## src/rtl/ps2_key_state_decoder.sv

```systemverilog
// PS/2 scan-code decoder: follows make, break (F0) and extended (E0) sequences.
// It keeps a held-key vector for the 29 playable keys and emits a one-cycle
// press/release event whenever a bit of that vector changes.
module ps2_key_state_decoder #(
    parameter int TIMEOUT_CYCLES = 2500000,
    parameter int CNT_W          = 22
) (
    input  logic        CLOCK_50,
    input  logic        resetn,
    input  logic [7:0]  recievedData,
    input  logic        recievedNewData,
    output logic [28:0] keyState,
    output logic        keyEvent,
    output logic [4:0]  eventKeyIndex,
    output logic        eventIsPress,
    output logic        releasePending
);

    typedef enum logic [1:0] {
        S_IDLE    = 2'd0,
        S_BRK     = 2'd1,
        S_EXT     = 2'd2,
        S_EXT_BRK = 2'd3
    } state_t;

    localparam logic [7:0]       BREAK_CODE = 8'hF0;
    localparam logic [7:0]       EXT_CODE   = 8'hE0;
    localparam logic [CNT_W-1:0] CNT_LAST   = CNT_W'(TIMEOUT_CYCLES - 1);

    state_t            state_q, state_d;
    logic [CNT_W-1:0]  cnt_q, cnt_d;
    logic [28:0]       key_q, key_d;
    logic              evt_q, evt_d;
    logic [4:0]        idx_q, idx_d;
    logic              press_q, press_d;

    logic              map_hit;
    logic [4:0]        map_idx;
    logic              map_held;

    // Translate the incoming make code to a playable-key index.
    always_comb begin
        map_hit = 1'b1;
        map_idx = 5'd0;
        case (recievedData)
            8'h0E: map_idx = 5'd0;
            8'h16: map_idx = 5'd1;
            8'h1E: map_idx = 5'd2;
            8'h26: map_idx = 5'd3;
            8'h25: map_idx = 5'd4;
            8'h2E: map_idx = 5'd5;
            8'h36: map_idx = 5'd6;
            8'h3D: map_idx = 5'd7;
            8'h3E: map_idx = 5'd8;
            8'h46: map_idx = 5'd9;
            8'h45: map_idx = 5'd10;
            8'h4E: map_idx = 5'd11;
            8'h55: map_idx = 5'd12;
            8'h66: map_idx = 5'd13;
            8'h0D: map_idx = 5'd14;
            8'h15: map_idx = 5'd15;
            8'h1D: map_idx = 5'd16;
            8'h24: map_idx = 5'd17;
            8'h2D: map_idx = 5'd18;
            8'h2C: map_idx = 5'd19;
            8'h35: map_idx = 5'd20;
            8'h3C: map_idx = 5'd21;
            8'h43: map_idx = 5'd22;
            8'h44: map_idx = 5'd23;
            8'h4D: map_idx = 5'd24;
            8'h54: map_idx = 5'd25;
            8'h5B: map_idx = 5'd26;
            8'h5D: map_idx = 5'd27;
            8'h29: map_idx = 5'd28;
            default: map_hit = 1'b0;
        endcase
    end

    assign map_held = key_q[map_idx];

    // Next-state, key vector, event and timeout-counter logic.
    always_comb begin
        state_d = state_q;
        cnt_d   = cnt_q;
        key_d   = key_q;
        evt_d   = 1'b0;
        idx_d   = idx_q;
        press_d = press_q;
        if (recievedNewData) begin
            // A byte always takes priority over an expiry on the same cycle.
            cnt_d = '0;
            case (state_q)
                S_IDLE: begin
                    if (recievedData == BREAK_CODE) begin
                        state_d = S_BRK;
                    end else if (recievedData == EXT_CODE) begin
                        state_d = S_EXT;
                    end else if (map_hit && !map_held) begin
                        key_d[map_idx] = 1'b1;
                        evt_d          = 1'b1;
                        idx_d          = map_idx;
                        press_d        = 1'b1;
                    end
                end
                S_BRK: begin
                    if (map_hit) begin
                        state_d = S_IDLE;
                        if (map_held) begin
                            key_d[map_idx] = 1'b0;
                            evt_d          = 1'b1;
                            idx_d          = map_idx;
                            press_d        = 1'b0;
                        end
                    end else if (recievedData == BREAK_CODE) begin
                        state_d = S_BRK;
                    end else if (recievedData == EXT_CODE) begin
                        state_d = S_EXT;
                    end else begin
                        state_d = S_IDLE;
                    end
                end
                S_EXT: begin
                    // Extended keys are not playable; only the break prefix matters.
                    state_d = (recievedData == BREAK_CODE) ? S_EXT_BRK : S_IDLE;
                end
                default: begin
                    state_d = S_IDLE;
                end
            endcase
        end else if (state_q != S_IDLE) begin
            // A prefix left dangling too long is discarded silently.
            if (cnt_q == CNT_LAST) begin
                state_d = S_IDLE;
                cnt_d   = '0;
            end else begin
                cnt_d = cnt_q + 1'b1;
            end
        end else begin
            cnt_d = '0;
        end
    end

    // State and output registers with asynchronous clear.
    always_ff @(posedge CLOCK_50 or posedge resetn) begin
        if (resetn) begin
            state_q <= S_IDLE;
            cnt_q   <= '0;
            key_q   <= '0;
            evt_q   <= 1'b0;
            idx_q   <= 5'd0;
            press_q <= 1'b0;
        end else begin
            state_q <= state_d;
            cnt_q   <= cnt_d;
            key_q   <= key_d;
            evt_q   <= evt_d;
            idx_q   <= idx_d;
            press_q <= press_d;
        end
    end

    assign keyState       = key_q;
    assign keyEvent       = evt_q;
    assign eventKeyIndex  = idx_q;
    assign eventIsPress   = press_q;
    assign releasePending = (state_q == S_BRK) || (state_q == S_EXT_BRK);

endmodule

```

## config.mk

```make
export PLATFORM = sky130hd
export DESIGN_NAME = ps2_key_state_decoder
export DESIGN_NICKNAME = d
export VERILOG_FILES = /design/src/rtl/ps2_key_state_decoder.sv
export SDC_FILE = /design/constraint.sdc
export NUM_CORES = 1
export LEC_CHECK = 0
export BUFFER_PORTS_ARGS = -buffer_cell sky130_fd_sc_hd__buf_2
export CAP_MARGIN = 5
export CORE_UTILIZATION = 53
export DETAILED_ROUTE_END_ITERATION = 8
export PLACE_DENSITY = 0.76
export REMOVE_ABC_BUFFERS = 1
export SLEW_MARGIN = 20
export SYNTH_ARGS = -nofsm -noshare
export SYNTH_HDL_FRONTEND = slang
export SYNTH_SLANG_ARGS = --single-unit
```

## constraint.sdc

```tcl
create_clock -name CLOCK_50 -period 2 [get_ports CLOCK_50]
set_clock_uncertainty 0.15 [all_clocks]
set_input_delay 0.3 -clock CLOCK_50 [delete_from_list [all_inputs] [get_ports CLOCK_50]]
set_output_delay 0.3 -clock CLOCK_50 [all_outputs]
set_load 0.01 [all_outputs]
```

# == Word-level counts from Yosys, hierarchy flattened ==
# Index checks and enable logic that the tools add are counted.
# totals
register_bits,60
input_bits,11
# classes
n_addsub,1
magnitude_cmp,2
eq_ne,41
muxes,44
bitwise_logic,3
reduce_logical,12
# ops
operator,n
$mux W29,5
$pmux W5 S28,1
$eq A8 B6 Y1 const B,12
$eq A8 B7 Y1 const B,11
$mux W22,3
$pmux W29 S2,1
$eq A8 B5 Y1 const B,4
$and A29 B29 Y29,1
$not A29 Y29,1
$or A29 B29 Y29,1
$reduce_or A29 Y1,1
$mux W5,5
$add A22 B1 Y22 const B,1
$eq A22 B22 Y1 const B,1
$mux W2,9
$eq A8 B4 Y1 const B,2
$eq A8 B8 Y1 const B,2
$mux W1,14
$ne A2 B2 Y1 const B,5
$pmux W5 S2,1
$reduce_bool A2 Y1,4
$reduce_and A7 Y1,1
$lt A5 B6 Y1 const B,1
$pmux W2 S3,1
other kinds (12),15

# == Longest topological paths before layout ==
# depth
depth_word,11
mapped_depth,12
mapped_depth_nobuf,9

# == Least setup slack after synthesis ==
# No wires, ideal clock.
# synth_path
kind,input -> register
startpoint,input recievedData[7]
endpoint,register idx_q[0] (netlist: eventKeyIndex[0])
setup_ns,0.125
arrival_ns,3.185
required_ns,1.725
path_slack_ns,-1.460
path_stages,10
n_path_buf,2
cell_sequence,buf_4 -> or4b_1 -> buf_4 -> a221o_1 -> nand3_2 -> mux2_2 -> a2111oi_2 -> nand4_2 -> mux2_4 -> mux2_4
# synth_between
elab_chain_len,8
# synth_lines
element,line,rtl
from (decl),10,"input logic [7:0] recievedData,"
$eq A8 B6 Y1 (tied with other cells),45,case (recievedData)
$pmux W5 S28,45,
$bmux W1 S5,79,assign map_held = key_q[map_idx];
$mux W1 (not written as such),79,
$logic_not A1 Y1,98,end else if (map_hit && !map_held) begin
$logic_and A1 B1 Y1,98,
$ne A2 B2 Y1 (no line),--,
$reduce_and A7 Y1 (no line),--,
to (signal assigned),157,idx_q <= idx_d;
to (decl),34,"logic [4:0] idx_q, idx_d;"
# Parallel ways exist; a longest one is shown, timed or not. The select of a mux whose other input is x is not followed.
# A chain may end at the register's enable or synchronous reset.

# == Worst setup path in the final report ==
# layout_path
startpoint,input recievedData[3]
endpoint,register idx_q[2] (netlist: eventKeyIndex[2])
# Same word-level chain as after synthesis.

==> impl_summary.log <==
INFO  metric route.vias.total = 4,989
INFO  metric numCtsBuffers = 9
INFO  metric grt_start_max_net_pins = 46
INFO  metric violations = negative setup slack
INFO  metric synth_top_cell_by_area = sky130_fd_sc_hd__dfrtp_1
INFO  metric final.hold.worst_slack = 91.7 ps
INFO  metric total_wire_length = approximately 17,000 µm
INFO  metric regToRegEndpoint = eventKeyIndex[2]
INFO  metric power.density_cell_area = 564 nW/µm²
INFO  metric commonest_cells_in_the_synthesized_netlist = sky130_fd_sc_hd__dfrtp_1, sky130_fd_sc_hd__o21ai_0, sky130_fd_sc_hd__nor2_1, sky130_fd_sc_hd__nand2_1
INFO  metric worst_setup_hold_path_clk_slew = 80 ps
INFO  metric timing.hold.worst_path_depth = 3
INFO  metric num_io_pins = 48
INFO  metric synthToLayoutAreaGrowth = 55.5%
INFO  metric cts_htree_levels = 3
INFO  metric antenna_found_initial = 0
INFO  metric count_of_antenna_diodes_in_the_layout = 0
INFO  metric post_synth_fa_ha_maj_area_fraction = 0.304%
INFO  metric routed_wire_length_per_instance = 23.3 µm
INFO  metric final_min_period_over_clock_period = 155%
INFO  metric synth_flop_cell = sky130_fd_sc_hd__dfrtp_1
INFO  metric clock_path_buffers = 2
INFO  metric syn_area_per_cell = approximately 9.0 µm²
INFO  metric max_slew.worst_pin.slew = roughly 560 ps
INFO  metric max_cap_viol_count = 0
INFO  metric grt_pass1_wl = 25,300 µm
INFO  metric final_nets = 657
INFO  metric mapped_area = 4110 µm²
INFO  metric final_critical_path_setup_slack = -1110 ps
INFO  metric cts_tree = yes
INFO  metric synthesis.instances = 458
INFO  metric place_area = 5490 µm²
INFO  metric drtPass1Iterations = 5
INFO  metric cp_max_fo = 8
INFO  metric worst_hold_path.endpoint = state_q[0]
INFO  metric power.leakage = 2.69 nW
INFO  metric count_of_unresolved_drc_violations_after_routing = 0
INFO  metric fmaxAchievable = 322 MHz
INFO  metric ir_worst_vdd = 0.000394 V
INFO  metric critPathCaptureType = flop
INFO  metric fp.dieArea = 8110 µm²
INFO  metric min-delay-start = recievedNewData
INFO  metric timing.setup.critical_path_class = input pin to flop
INFO  metric yosysTopAreaCellShare = 36.5%
INFO  metric worst_ep_arrival_time = 3200 ps
INFO  metric crit_path_start_kind = input pin
INFO  metric setup_tns = -34,950 ps
INFO  metric initial_utilization = 55.8%
INFO  metric setup_viol = 37
INFO  metric gr-total-overflow = 0
INFO  metric die_y = 90.1 µm
INFO  metric stdcell_area = 6390 µm²
INFO  metric drt_iter0_markers = 550
INFO  metric insertion_delay = roughly 350 ps
INFO  metric synth-edff-count = 0
INFO  metric core-area = ~7400 µm²
INFO  metric fp.dieW = roughly 90 µm
INFO  metric layout-drive-gt1-share = 50.2%
INFO  metric final-max-slew-violation-count = 0
INFO  metric worst_slew_margin_rel = 62.2%
INFO  metric gp_routability_congestion = ~0.96
INFO  metric post_drt_via_cell_ratio = 6.66
INFO  metric antenna_left = 0
INFO  metric timing.final.hold_violations = 0
INFO  metric worst-endpoint-required = 2090 ps
INFO  metric synth_area_leaders = sky130_fd_sc_hd__dfrtp_1, sky130_fd_sc_hd__o21ai_0, sky130_fd_sc_hd__o31ai_1
INFO  metric placement.io_buffers = 47
INFO  metric yosys_warns = 0
INFO  metric core.rowCount = 31
INFO  metric cts_root_buffer = sky130_fd_sc_hd__clkbuf_8
INFO  metric outcome = finished, violations left
INFO  metric flops_latches_synth = 60
INFO  metric cts_num_sinks = 60
INFO  metric reg2reg_slack = -320 ps
INFO  metric rr_worst_depth = 7
INFO  metric gr-usage-all-layers = 40.4%
INFO  metric yosysSeqAreaShare = 36.5%
INFO  metric synthesized_area_fraction_occupied_by_ao_oa_aoi_and_oai_cells = 24.7%
INFO  metric post_synth_xor_area_fraction = around 4.3%
INFO  metric fin_crit_period = 3110 ps
INFO  metric ys_types = roughly 70
INFO  metric synth-simple-area-share = 26.0%
INFO  metric yosys-mux-area-fraction = 3.71%
INFO  metric dominant_combinational_cell_family_by_area_after_synthesis = simple AND/OR/NAND/NOR gates
INFO  metric synthArstFlopShare = 100%
INFO  metric dp_worst_setup_slack = -1450 ps
INFO  metric first_global_vias = about 4,700
INFO  metric hpwl = 11,600 µm
INFO  metric post-synth-top-count-cell = sky130_fd_sc_hd__dfrtp_1
INFO  metric worstHoldPathType = input pin to flop
INFO  metric grt_setup_unrepaired = true
timing repair:
action,4_1_cts,5_1_grt
pin swaps,16,10
endpoints found under the setup margin,55,59
cloned,1,0
setup buffers,8,4
hold buffers,1,0
hold endpoints to repair,15,0
resized for setup,75,79
power by group:
part	internal [mW]	switching, mW
clock	0.707	0.552
combinational	0.462	0.523
sequential	1.29	0.0759
routing by layer:
metal  vias up  track usage, %  routed length [µm]
li1       2139               -                   -
met1      2388            50.5                6430
met2       358            64.8                8080
met3       104            10.1                1870
met4         0            20.8                1110
met5         -               0                   0
metrics by stage:
stage	utilization [%]	total power [mW]	instances
floorplan	-	1.68	422
detailed placement	74.6	2.13	721
CTS	82.6	3.49	746
global placement	74.6	2.10	721
global route	86.8	3.72	749
finish	86.8	3.61	749
critical path, cell delays in order:
cell and delay [ps]:
sky130_fd_sc_hd__buf_4 150, sky130_fd_sc_hd__buf_4 170, sky130_fd_sc_hd__buf_4 170, sky130_fd_sc_hd__and2_1 160
sky130_fd_sc_hd__a21oi_1 240, sky130_fd_sc_hd__o41a_1 330, sky130_fd_sc_hd__nand4_1 190, sky130_fd_sc_hd__o311ai_0 450
sky130_fd_sc_hd__a22oi_1 190, sky130_fd_sc_hd__nand4_2 150, sky130_fd_sc_hd__mux2_4 370, sky130_fd_sc_hd__mux2_4 310
worst max path at each step:
stage	start	end	slack, ps
after floorplan	recievedData[0]	eventKeyIndex[0]	-2510
after global placement	recievedData[4]	eventKeyIndex[0]	-1380
after detailed placement	recievedData[4]	eventKeyIndex[2]	-1450
after CTS	recievedData[5]	eventKeyIndex[2]	-920
after global routing	recievedData[3]	eventKeyIndex[4]	-1130
final	recievedData[3]	eventKeyIndex[2]	-1110
logic make-up after synthesis:
kind of cell	count (synthesis)
AO/OA/AOI/OAI	149
flip-flops	60
AND/OR/NAND/NOR	175
buffers and inverters	41
adder cells (fa/ha/maj)	1
XOR/XNOR	20
multiplexers	12
cell usage in the layout, fill, tap and decap left out, types with 4 or more instances in the layout:
cell type                  synthesis  final
sky130_fd_sc_hd__a31oi_1          20     17
sky130_fd_sc_hd__buf_4             4    149
sky130_fd_sc_hd__xnor2_1           5      5
sky130_fd_sc_hd__and3_4            1      4
sky130_fd_sc_hd__buf_12            0      6
sky130_fd_sc_hd__mux2_4            6      6
sky130_fd_sc_hd__nor2b_1           6      5
sky130_fd_sc_hd__and3_1            7      4
sky130_fd_sc_hd__o21ai_1           0     14
sky130_fd_sc_hd__nor2_1           38     36
sky130_fd_sc_hd__nand2_1          24     22
sky130_fd_sc_hd__nand3_1          19     16
sky130_fd_sc_hd__nand3b_1          5      5
sky130_fd_sc_hd__nor3_1            6      4
sky130_fd_sc_hd__mux2i_1           4      4
sky130_fd_sc_hd__nand4b_1          4      4
sky130_fd_sc_hd__dfrtp_1          60     60
sky130_fd_sc_hd__nand4_1          17     17
sky130_fd_sc_hd__a21oi_1          19     16
sky130_fd_sc_hd__xor2_1           15     15
sky130_fd_sc_hd__buf_6             0     13
sky130_fd_sc_hd__buf_2            14     39
sky130_fd_sc_hd__nand3_2           1      4
sky130_fd_sc_hd__inv_1             5      4
sky130_fd_sc_hd__clkbuf_8          0      9
sky130_fd_sc_hd__and2_1            5      4
sky130_fd_sc_hd__o21ai_0          53     20
sky130_fd_sc_hd__nand2b_1          8      8
sky130_fd_sc_hd__o31ai_2           0      6
sky130_fd_sc_hd__o31ai_1          20     13
sky130_fd_sc_hd__o21ai_2           0     19
area by class of cell:
cell class | count | area, µm²
clock buffers | 9 | 124
clock inverters | 7 | 98.8
fillers | 392 | 975
inverters | 5 | 18.8
multi-input cells | 357 | 2870
flip-flops and latches | 60 | 1500
well taps | 99 | 124
repair buffers | 212 | 1660
(Power assumes the default switching activity.)
